**config.mk**
```make
export PLATFORM = sky130hd
export DESIGN_NAME = irrigation_controller
export DESIGN_NICKNAME = d
export VERILOG_FILES = /design/src/rtl/irrigation_controller.sv
export SDC_FILE = /design/constraint.sdc
export NUM_CORES = 1
export LEC_CHECK = 0
export ABC_AREA = 1
export BUFFER_PORTS_ARGS = -buffer_cell sky130_fd_sc_hd__clkbuf_2
export CAP_MARGIN = 20
export CORE_MARGIN = 4
export CORE_UTILIZATION = 35
export DETAILED_ROUTE_END_ITERATION = 10
export PLACE_DENSITY = 0.57
export RECOVER_POWER = 25
export SLEW_MARGIN = 20
export SYNTH_ARGS = -nofsm -noshare
export SYNTH_HDL_FRONTEND = slang
export SYNTH_SLANG_ARGS = --single-unit
```
**constraint.sdc**
```tcl
create_clock -name clock -period 3.4 [get_ports clock]
set_input_delay 0.68 -clock clock [delete_from_list [all_inputs] [get_ports clock]]
set_output_delay 0.68 -clock clock [all_outputs]
set_load 0.005 [all_outputs]
```
**src/rtl/irrigation_controller.sv**
```systemverilog
// rtl/irrigation_controller.sv - tick-driven irrigation controller with tank fill hysteresis and optional cleaning cycle
//
// Ports:
//   clock      system clock, rising edge
//   reset      asynchronous active-high reset
//   nivel      tank sensors {alto,medio,baixo}, 1 = water present
//   solo_seco  1 = soil dry
//   temp_alta  1 = high ambient temperature
//   rega       00 off, 01 sprinkler, 10 drip
//   limpeza    bit1 cleaning active, bit0 cleaning pending
//   erro       sensor fault
//   VE         tank fill valve open
//
// Macro IRRIGATION_CLEAN_EN enables the cleaning cycle (LIMPEZA state,
// session counter, clean timer). Without it limpeza is tied to 00.

module irrigation_controller #(
   parameter int PRESCALE    = 50000000,
   parameter int CLEAN_AFTER = 4,
   parameter int CLEAN_TICKS = 8
) (
   input  logic       clock,
   input  logic       reset,
   input  logic [2:0] nivel,
   input  logic       solo_seco,
   input  logic       temp_alta,
   output logic [1:0] rega,
   output logic [1:0] limpeza,
   output logic       erro,
   output logic       VE
);

   localparam int PW = (PRESCALE > 1) ? $clog2(PRESCALE) : 1;

   typedef enum logic [2:0] {
      IDLE, ASPERSAO, GOTEJAMENTO, ERRO
`ifdef IRRIGATION_CLEAN_EN
      , LIMPEZA
`endif
   } state_t;

   state_t state, state_nx;

   // two-flop synchronizers
   logic [2:0] nivel_m, nivel_s;
   logic       seco_m, seco_s, temp_m, temp_s;

   always_ff @(posedge clock or posedge reset) begin
      if (reset) begin
         nivel_m <= '0;
         nivel_s <= '0;
         seco_m  <= 1'b0;
         seco_s  <= 1'b0;
         temp_m  <= 1'b0;
         temp_s  <= 1'b0;
      end else begin
         nivel_m <= nivel;
         nivel_s <= nivel_m;
         seco_m  <= solo_seco;
         seco_s  <= seco_m;
         temp_m  <= temp_alta;
         temp_s  <= temp_m;
      end
   end

   // decision tick prescaler
   logic [PW-1:0] pre_cnt;
   logic          tick;

   assign tick = (pre_cnt == PW'(PRESCALE - 1));

   always_ff @(posedge clock or posedge reset) begin
      if (reset) pre_cnt <= '0;
      else       pre_cnt <= tick ? '0 : pre_cnt + 1'b1;
   end

   // a consistent tank reading fills from the bottom up
   logic valid;
   assign valid = (nivel_s == 3'b000) || (nivel_s == 3'b001) ||
                  (nivel_s == 3'b011) || (nivel_s == 3'b111);

   logic [1:0] rega_nx;
   logic       erro_nx, ve_nx;

`ifdef IRRIGATION_CLEAN_EN
   localparam int SW = $clog2(CLEAN_AFTER + 1);
   localparam int TW = (CLEAN_TICKS > 1) ? $clog2(CLEAN_TICKS) : 1;

   logic [SW-1:0] sessions, sessions_nx;
   logic [TW-1:0] clean_tmr, clean_tmr_nx;
   logic          pending, pending_nx;
`else
   logic unused_clean_cfg;
   assign unused_clean_cfg = |{CLEAN_AFTER, CLEAN_TICKS};
`endif

   always_comb begin
      state_nx = state;
      rega_nx  = rega;
      erro_nx  = erro;
      ve_nx    = VE;
`ifdef IRRIGATION_CLEAN_EN
      sessions_nx  = sessions;
      clean_tmr_nx = clean_tmr;
      pending_nx   = pending;
`endif
      if (tick) begin
         if (!valid) begin
            state_nx = ERRO;
            rega_nx  = 2'b00;
            erro_nx  = 1'b1;
            ve_nx    = 1'b0;
         end else begin
            erro_nx = 1'b0;
            // fill valve hysteresis: open below medio, close at alto
            ve_nx = !nivel_s[1] ? 1'b1 : (nivel_s[2] ? 1'b0 : VE);
            case (state)
               IDLE: begin
`ifdef IRRIGATION_CLEAN_EN
                  if (pending) begin
                     state_nx     = LIMPEZA;
                     pending_nx   = 1'b0;
                     clean_tmr_nx = '0;
                  end else
`endif
                  if (seco_s && nivel_s[0])
                     state_nx = temp_s ? ASPERSAO : GOTEJAMENTO;
               end
               ASPERSAO, GOTEJAMENTO: begin
                  if (!seco_s || !nivel_s[0]) begin
                     state_nx = IDLE;
`ifdef IRRIGATION_CLEAN_EN
                     if (sessions != SW'(CLEAN_AFTER))
                        sessions_nx = sessions + 1'b1;
                     if (sessions_nx == SW'(CLEAN_AFTER))
                        pending_nx = 1'b1;
`endif
                  end else begin
                     state_nx = temp_s ? ASPERSAO : GOTEJAMENTO;
                  end
               end
`ifdef IRRIGATION_CLEAN_EN
               LIMPEZA: begin
                  if (clean_tmr == TW'(CLEAN_TICKS - 1)) begin
                     state_nx    = IDLE;
                     sessions_nx = '0;
                  end else begin
                     clean_tmr_nx = clean_tmr + 1'b1;
                  end
               end
`endif
               ERRO:    state_nx = IDLE;
               default: state_nx = IDLE;
            endcase
            rega_nx = (state_nx == ASPERSAO)    ? 2'b01 :
                      (state_nx == GOTEJAMENTO) ? 2'b10 : 2'b00;
         end
      end
   end

   always_ff @(posedge clock or posedge reset) begin
      if (reset) begin
         state <= IDLE;
         rega  <= 2'b00;
         erro  <= 1'b0;
         VE    <= 1'b0;
`ifdef IRRIGATION_CLEAN_EN
         sessions  <= '0;
         clean_tmr <= '0;
         pending   <= 1'b0;
`endif
      end else begin
         state <= state_nx;
         rega  <= rega_nx;
         erro  <= erro_nx;
         VE    <= ve_nx;
`ifdef IRRIGATION_CLEAN_EN
         sessions  <= sessions_nx;
         clean_tmr <= clean_tmr_nx;
         pending   <= pending_nx;
`endif
      end
   end

`ifdef IRRIGATION_CLEAN_EN
   assign limpeza = {state == LIMPEZA, pending};
`else
   assign limpeza = 2'b00;
`endif

endmodule
```
# Yosys cells after proc, flatten, opt, wreduce, memory -nomap -nowiden
# Cells that the tools add are included.
totals:
  ff_bits: 43
  inputBits: 7
  out_inout_bits: 6
  wordCells: 47
classes:
  add_sub_neg: 1
  n_eq_ne: 9
  n_mux: 15
  reduce_logical: 11
ops:
  columns: ["op", "n"]
  rows:
  - ["26-bit by 1-bit adder with 26-bit output, second input constant", 1]
  - ["26-bit equality test, second input constant", 1]
  - ["26-bit 2-to-1 mux", 1]
  - ["3-bit 2-to-1 mux", 4]
  - ["2-bit 2-to-1 mux", 5]
  - ["3-bit by 1-bit equality test with 1-bit output, second input constant", 3]
  - ["3-bit by 2-bit equality test with 1-bit output, second input constant", 3]
  - ["3-bit zero test", 2]
  - ["3-bit one-hot mux with 2 select lines", 1]
  - ["1-bit logical OR", 4]
  - ["1-bit 2-to-1 mux", 4]
  - ["3-bit equality test, second input constant", 1]
  - ["3-bit inequality test, second input constant", 1]
  - ["1-bit zero test", 2]
  - ["2-bit AND reduction", 1]
  - ["2-bit OR reduction", 1]
  - ["1-bit logical AND", 1]

# Depth between registers and ports, before layout
# Gate-level depths: netlist (run 1).
logic_depth:
  ltp_word: 10
  ltp_mapped: 10
  mapped_depth_nobuf: 9

# Worst setup path after synthesis (run 1)
# Ideal clock, no wire load.
synth_path:
  kind: "reg2reg"
  startpoint: "register pre_cnt[0]"
  endpoint: "register erro"
  setup_ns: 0.134
  arrival_ns: 1.225
  t_required_ns: 3.266
  setup_slack_ns: 2.042
  path_stages_with_launch: 9
  n_path_buf: 0
  period_less_slack_ns: 1.358
  cell_sequence: "dfrtp_1 > ha_1 > nand2_2 > nor2_4 > nand3_1 > nor2_1 > nand2_1 > nand2_1 > o21ai_1"
synth_between:
  elab_chain_cells: 1
synth_rtl:
  columns: ["item", "line_no", "rtl"]
  rows:
  - ["start: declaration", "67", "logic [PW-1:0] pre_cnt;"]
  - ["start signal: assignment", "74", "else pre_cnt <= tick ? '0 : pre_cnt + 1'b1;"]
  - ["26-bit equality test", "70", "assign tick = (pre_cnt == PW'(PRESCALE - 1));"]
  - ["end signal: assignment", "175", "erro <= erro_nx;"]
  - ["end: declaration", "29", "output logic erro,"]
# No other way between the ends.
# A chain may end at the register's enable or synchronous reset.

# Worst setup path after layout (run 1)
layout_path:
  startpoint: "register pre_cnt[0]"
  endpoint: "register state[0]"
layout_between:
  elab_chain_cells: 1
layout_rtl:
  columns: ["item", "line_no", "rtl"]
  rows:
  - ["26-bit equality test", "70", null]
  - ["end signal: assignment", "173", "state <= state_nx;"]
  - ["end: declaration", "42", "state_t state, state_nx;"]
# No other way between the ends.

==> metrics.yaml, run 1 <==
hold_slack_ns: 0.353
min_path_cells: 0
ctsHoldBuffers: 0
numPortBuffers: 10
p_leak_uw: 0.00119
outcome: "finished with violations"
cts_made_buffers: 5
comb_power_share: 0.019
p_clk_frac: 0.443
cts.repair.resized: 0
hold_end: "nivel_s[1]"
p_per_area_nw_per_um2: 394
power.internal_uw: 763
maxCapViolCount: 1
crit_family: "simple AND/OR/NAND/NOR gates"
worstPathRequired_ns: 3.63
async_flop_share: 1.00
max_freq_mhz: 478
swShare: 0.210
ios: 13
power.switching_uw: 202
slowest_stage: "nor2_2"
n_fill_cell: 617
start_util: 0.367
crit_top_cell: "nand2_1"
hold_viol: 0
gp_congestion: 0.911
postRouteWirelength_mm: 4.56
path_clk_slew_ns: 0.09
syn_area_per_cell_um2: 7.20
path_cells: "ha_1 -> nand2_1 -> inv_2 -> nand2_1 -> nor2_1 -> nand2_1 -> nor2_2 -> o21ai_0 -> nand2_1"
worst_pin_slew_ns: 1.61
cts_tree: "yes"
postCtsSetupBuffers: 0
crit_type: "register to register"
skew_ns: 0.0117
reg2reg_to: "state[0]"
dp_hpwl_mm: 3.48
fin_crit_ns: 2.09
synth-seq-cells: 43
pwr-share-seq: 0.539
rows: 28
r2r_cells: 9
ant_nets: 0
overflow: 0
yosys.area.top_type: "dfrtp_1"
grt_pass1_wl_mm: 7.72
ff2ff_setup_slack_ns: 1.31
cts.path.max_buffers: 2
drtPass1Iterations: 4
synth_top_flop_cell: "dfrtp_1"
min_period_over_period: 0.615
rsz0062_at_grt: "no"
ys_warn_count: 0
netlist_area_um2: 2210
drive_gt1_frac: 0.0714
crit-reg2reg-launch: "pre_cnt[0]"
area_growth_pct: 10.8
antennaDiodeCount: 0
synthTopCellsByCount: "nand2_1, nor2_1, dfrtp_1, inv_1, nand3_1"
maxSlewViolCount: 44
synth_seq_area_share: 0.487
crit_fanout: 20
antenna_found_initial: 0
die_w_um: 87.5
numClockSinks: 43
die_height_um: 87.5
syn_inst: 307
cpPeakStageDelay_ns: 0.61
clk_latency_ns: 0.30
synth_top_area_share: 0.487
synthTopCellsByArea: "dfrtp_1, nand2_1, nor2_1, inv_1, nand3_1"
ys_types: 23
vias_per_cell: 4.40
hp-start: "nivel_m[1]"
cp.buffers_inverters: 1
vias: 1747
end_kind: "register"
finalSetupViolations: 0
grt_max_degree: 44
hold_class: "register to register"
dieArea_um2: 7650
critPathLaunchType: "register"
cts_max_level: 2
synth-edff-count: 0
slew-limit-headroom: -0.0749
drc: 0
fin_nets: 329
core_um2: 6030
peakVddDrop_mv: 0.222
violations: "max-capacitance violations, max-slew violations"
grt_pass1_vias: 1623
drt_iter0_drc: 149
wire_per_inst_um: 11.5
crit_arrival_ns: 2.32
root_buffer: "clkbuf_8"
totalNegativeSetupSlack_ns: 0
grt_usage: 0.131
synth_most_common_cell: "nand2_1"
==> flip-flops by register name, summed over array words and instances, names as in the netlist <==
register	flops
pre_cnt	26
nivel_m	3
nivel_s	3
state	3
rega	2
VE	1
erro	1
seco_m	1
seco_s	1
temp_m	1
temp_s	1
==> cell usage in the layout (no fill, tap or decap) <==
cell type  count
inv_1         43
o21ai_0        4
clkbuf_2      10
nand4_1        1
nor2_4         1
nand2_1       97
nor3_1         2
and2_1         1
inv_2          1
nand3_1       20
nor2_2         3
a211oi_1       1
nor2_1        70
xnor2_1        4
dfrtp_1       43
o21ai_1        1
ha_1           1
o211ai_1       1
xor2_1         7
bufinv_16      1
inv_6          1
nand3b_1       1
clkbuf_8       6
conb_1         2
==> cells by family (layout without fill, tap and decap cells) <==
kind of cell             Yosys count  in the layout  share of synthesized area
adder cells (fa/ha/maj)            1              1                    0.00566
AO/OA/AOI/OAI                      7              7                     0.0181
AND/OR/NAND/NOR                  196            196                      0.357
buffers and inverters             48             62                     0.0871
other                              1              2                    0.00170
flip-flops                        43             43                      0.487
XOR/XNOR                          11             11                     0.0436
==> power groups by stage <==
stage | registers (uW) | logic [uW] | clock network [uW]
2_1_floorplan | 529 | 13.7 | 0
3_3_place_gp | 530 | 19.4 | 0
3_5_place_dp | 530 | 19.3 | 0
4_1_cts | 520 | 19.3 | 438
5_1_grt | 521 | 22.4 | 464
6_report | 520 | 18.0 | 427
==> through the flow <==
step | total power [uW] | setup slack, ns | instances | cell area, um2 | utilization
2_1_floorplan | 543 | 1.72 | 308 | 2210 | -
3_3_place_gp | 549 | 1.44 | 389 | 2330 | 0.387
3_5_place_dp | 549 | 1.34 | 389 | 2330 | 0.387
4_1_cts | 977 | 1.32 | 397 | 2450 | 0.407
5_1_grt | 1010 | 1.10 | 397 | 2450 | 0.407
6_report | 965 | 1.31 | 397 | 2450 | 0.407
==> layout make-up <==
class / instances / area (um2) / area share
Multi-Input combinational cell: 217 / 943 / 0.385
Clock buffer: 6 / 82.6 / 0.0337
Inverter: 44 / 165 / 0.0674
Sequential cell: 43 / 1080 / 0.439
Tap cell: 75 / 93.8 / 0.0383
Clock inverter: 2 / 38.8 / 0.0158
Timing Repair Buffer: 10 / 50.0 / 0.0204
==> worst reg2reg max path: cells and delay by family (launching register included) <==
family	cells	cell delay (ns)
simple gates	6	1.09
flops	1	0.41
fa+ha+maj	1	0.24
compound gates	1	0.20
buf+inv	1	0.08
==> routing by layer <==
layer  part of all wire  global-route usage  routed length [um]  vias to the layer above
met3              0.034              0.0341                 154                        6
met1               0.52               0.183                2350                      768
li1                   -                   -                   -                      943
met4             0.0081              0.0293                  37                        0
met5                  0                   0                   0                        -
met2               0.44               0.203                2020                       30
==> worst max path at each step <==
stage                     depth (start not counted)       start       end  slack, ns
after floorplan                                   1       reset        VE       1.72
after global placement                            9  pre_cnt[0]  state[0]       1.44
after detailed placement                          9  pre_cnt[0]  state[0]       1.34
after CTS                                         9  pre_cnt[0]  state[0]       1.32
after global routing                              9  pre_cnt[0]  state[0]       1.10
final                                             9  pre_cnt[0]  state[0]       1.31
Note: power is estimated with default switching activity, not from simulation.
==> run 2: changes to the inputs <==
ABC_AREA = 0   (was 1)
PLACE_DENSITY = 0.59   (was 0.57)
clock period = 1.7 ns   (was 3.4 ns; I/O delays follow)
==> run 2 against run 1 <==
  * The flow finishes with violations (negative setup slack)
  * Non-clock buffer count up 42
  * Setup slack worse by 1.4 ns
  * Sequential power up 100%
  * Routed wire length down 12%
  * Synthesized cell count down 46%
  * Sequential share of layout area down 1.6 points
  * Maximum frequency up 14%
  * Clock skew down 0.0085 ns
  * Flip-flop and latch count unchanged
  * Largest power group unchanged
==> metrics.yaml, run 2 <==
cp.buffers_inverters: 0  # -1
hold_viol: 0  # unchanged
regMostFlops: "pre_cnt"
crit_arrival_ns: 2.05  # -0.27 ns
synthTopCellsByCount: "dfrtp_1, nor2_1, nand4_1, xor2_1"
path_clk_slew_ns: 0.08  # about the same
total_power_uw: 1700  # +76%
rsz0062_at_grt: "yes"
fin_crit_ns: 1.83  # -0.261 ns
ios: 13  # unchanged
vias: 1446  # -17%
min_path_cells: 1  # +1
outcome: "finished with violations"
async_flop_share: 1.00  # unchanged
wire_per_inst_um: 13.6  # +19%
peakVddDrop_mv: 0.485  # +120%
comb_power_share: 0.023  # +0.004
syn_inst: 167  # -46%
synth_seq_area_share: 0.573  # +0.0866
p_per_area_nw_per_um2: 669  # +70%
swShare: 0.219  # +0.00933
crit_family: "simple AND/OR/NAND/NOR gates"
p_clk_frac: 0.367  # -0.076
synth-edff-count: 0  # unchanged
ant_nets: 0  # unchanged
finalSetupViolations: 12  # +12
min_period_over_period: 1.08  # +0.461
end_kind: "register"
crit_fanout: 4  # -80%
yosys.area.top_type: "dfrtp_1"
start_util: 0.365  # -0.00176
netlist_area_um2: 1880  # -15%
crit_type: "register to register"
numClockSinks: 43  # unchanged
cpPeakStageDelay_ns: 0.55  # -0.06 ns
max_freq_mhz: 546  # +14%
overflow: 0  # unchanged
largest_register_ffs: 26  # unchanged
crit_top_cell: "or4_4"
cts_max_level: 2  # unchanged
power.switching_uw: 373  # +84%
crit_cells: 5  # -4
fin_nets: 230  # -30%
placed_cells: 276  # -29%
maxCapViolCount: 0  # -1
r2r_cells: 5  # -4
cts_tree: "yes"
violations: "negative setup slack"
ys_warn_count: 0  # unchanged
drc: 0  # unchanged
clk_latency_ns: 0.29  # about the same
layout_commonest_cell: "dfrtp_1"
grt_pass1_wl_mm: 6.68  # -13%
die_w_um: 81.2  # -7.2%
pwr-share-seq: 0.610  # +0.071
worstPathRequired_ns: 1.92  # -1.71 ns
setup_ws_ns: -0.130  # -1.44 ns
dieArea_um2: 6600  # -14%
drtPass1Iterations: 4  # unchanged
p_leak_uw: 0.00120  # +0.94%
drt_iter0_drc: 102  # -32%
worst_pin_slew_ns: 1.03  # -0.578 ns
postRouteWirelength_mm: 3.99  # -12%
skew_ns: 0.00313  # -0.00853 ns
slowest_stage: "or4_4"
grt_max_degree: 44  # unchanged
cts.path.max_buffers: 2  # unchanged
synthTopCellsByArea: "dfrtp_1, xor2_1, xnor2_1, mux2_2, nand4_1"
synth_top_flop_cell: "dfrtp_1"
vias_per_cell: 4.94  # +12%
gp_congestion: 0.912  # about the same
rows: 26  # -7.1%
root_buffer: "clkbuf_8"
critPathLaunchType: "register"
synth_top_area_share: 0.573  # +0.0866
antenna_found_initial: 0  # unchanged
power.internal_uw: 1330  # +74%
hold_class: "input port to register"
fin_cells: 293  # -26%
grt_usage: 0.132  # +0.000734
syn_area_per_cell_um2: 11.2  # +56%
drive_gt1_frac: 0.386  # +0.314
synth_most_common_cell: "dfrtp_1"
antennaDiodeCount: 0  # unchanged
cts_made_buffers: 5  # unchanged
synth-seq-cells: 43  # unchanged
grt_pass1_vias: 1484  # -8.6%
slew-limit-headroom: 0.312  # +0.387
numPortBuffers: 10  # unchanged
maxSlewViolCount: 0  # -100%
final_cell_mix: "dfrtp_1, buf_4, nor2_1"
core_um2: 5140  # -15%
die_height_um: 81.2  # -7.2%
hold_slack_ns: 0.152  # -0.201 ns
path_cells: "ha_4 -> nand3_4 -> or4_4 -> or4_4 -> a21oi_2"
area_growth_pct: 35.7
dp_hpwl_mm: 2.94  # -15%
ys_types: 33  # +43%
run 2: cell families after synthesis:
group,synth area share
xor+xnor,0.0793
compound gates,0.0613
buf+inv,0.0280
fa+ha+maj,0.00667
flops,0.573
other cells,0.00200
simple gates,0.219
mux,0.0300
run 2: layer usage:
metal / wire length, um / up-vias / share of wire / global-route usage
met5: 0 / - / 0 / 0
met4: 70 / 0 / 0.018 / 0.0574
met3: 79 / 7 / 0.020 / 0.0244
met2: 2100 / 17 / 0.53 / 0.221
met1: 1740 / 720 / 0.44 / 0.165
li1: - / 702 / - / -
run 2: timing repair:
action | CTS | global route
pin swaps | 7 | 9
hold buffers | 0 | 0
gates resized for setup | 5 | 16
endpoints found under the setup margin | 16 | 25
hold endpoints to repair | 0 | 0
buffers inserted | 8 | 1
run 2: layout make-up:
| class | instances | area [um2] |
|---|---|---|
| clock buffers | 5 | 68.8 |
| clock inverters | 3 | 20.0 |
| fillers | 481 | 2590 |
| inverters | 6 | 22.5 |
| multi-input cells | 114 | 888 |
| flip-flops and latches | 43 | 1080 |
| well taps | 70 | 87.6 |
| repair buffers | 52 | 382 |
run 2: metrics by stage:
stage / setup slack, ns / utilization / instance area (um2) / TNS, ns
after global placement: -0.0664 / 0.447 / 2300 / -0.496
final: -0.130 / 0.495 / 2550 / -0.851
after global routing: -0.206 / 0.495 / 2550 / -2.65
after detailed placement: -0.103 / 0.447 / 2300 / -0.842
after floorplan: -0.116 / - / 1950 / -0.408
after CTS: -0.126 / 0.481 / 2470 / -0.916
run 2: worst reg2reg max path, cell delays in order, from the launching register on:
cell and delay, ns:
dfrtp_1 0.42, ha_4 0.17, nand3_4 0.08, or4_4 0.55
or4_4 0.43, a21oi_2 0.12
run 2: worst paths after layout:
check	start	endpoint	slack (ns)
worst max-delay path	pre_cnt[0]	pre_cnt[20]	-0.13
worst max register to register	pre_cnt[0]	pre_cnt[20]	-0.13
max in group asynchronous	reset	pre_cnt[7]	0.65
worst min register to register	temp_m	temp_s	0.35
min in group asynchronous	reset	seco_m	0.35
worst min-delay path	nivel[2]	nivel_m[2]	0.15
run 2: power groups by stage:
stage          Sequential [uW]  Combinational [uW]  Clock, uW
2_1_floorplan             1060                28.4          0
3_3_place_gp              1060                38.9          0
3_5_place_dp              1060                41.1          0
4_1_cts                   1040                41.2        649
5_1_grt                   1040                45.6        699
6_report                  1040                38.7        625
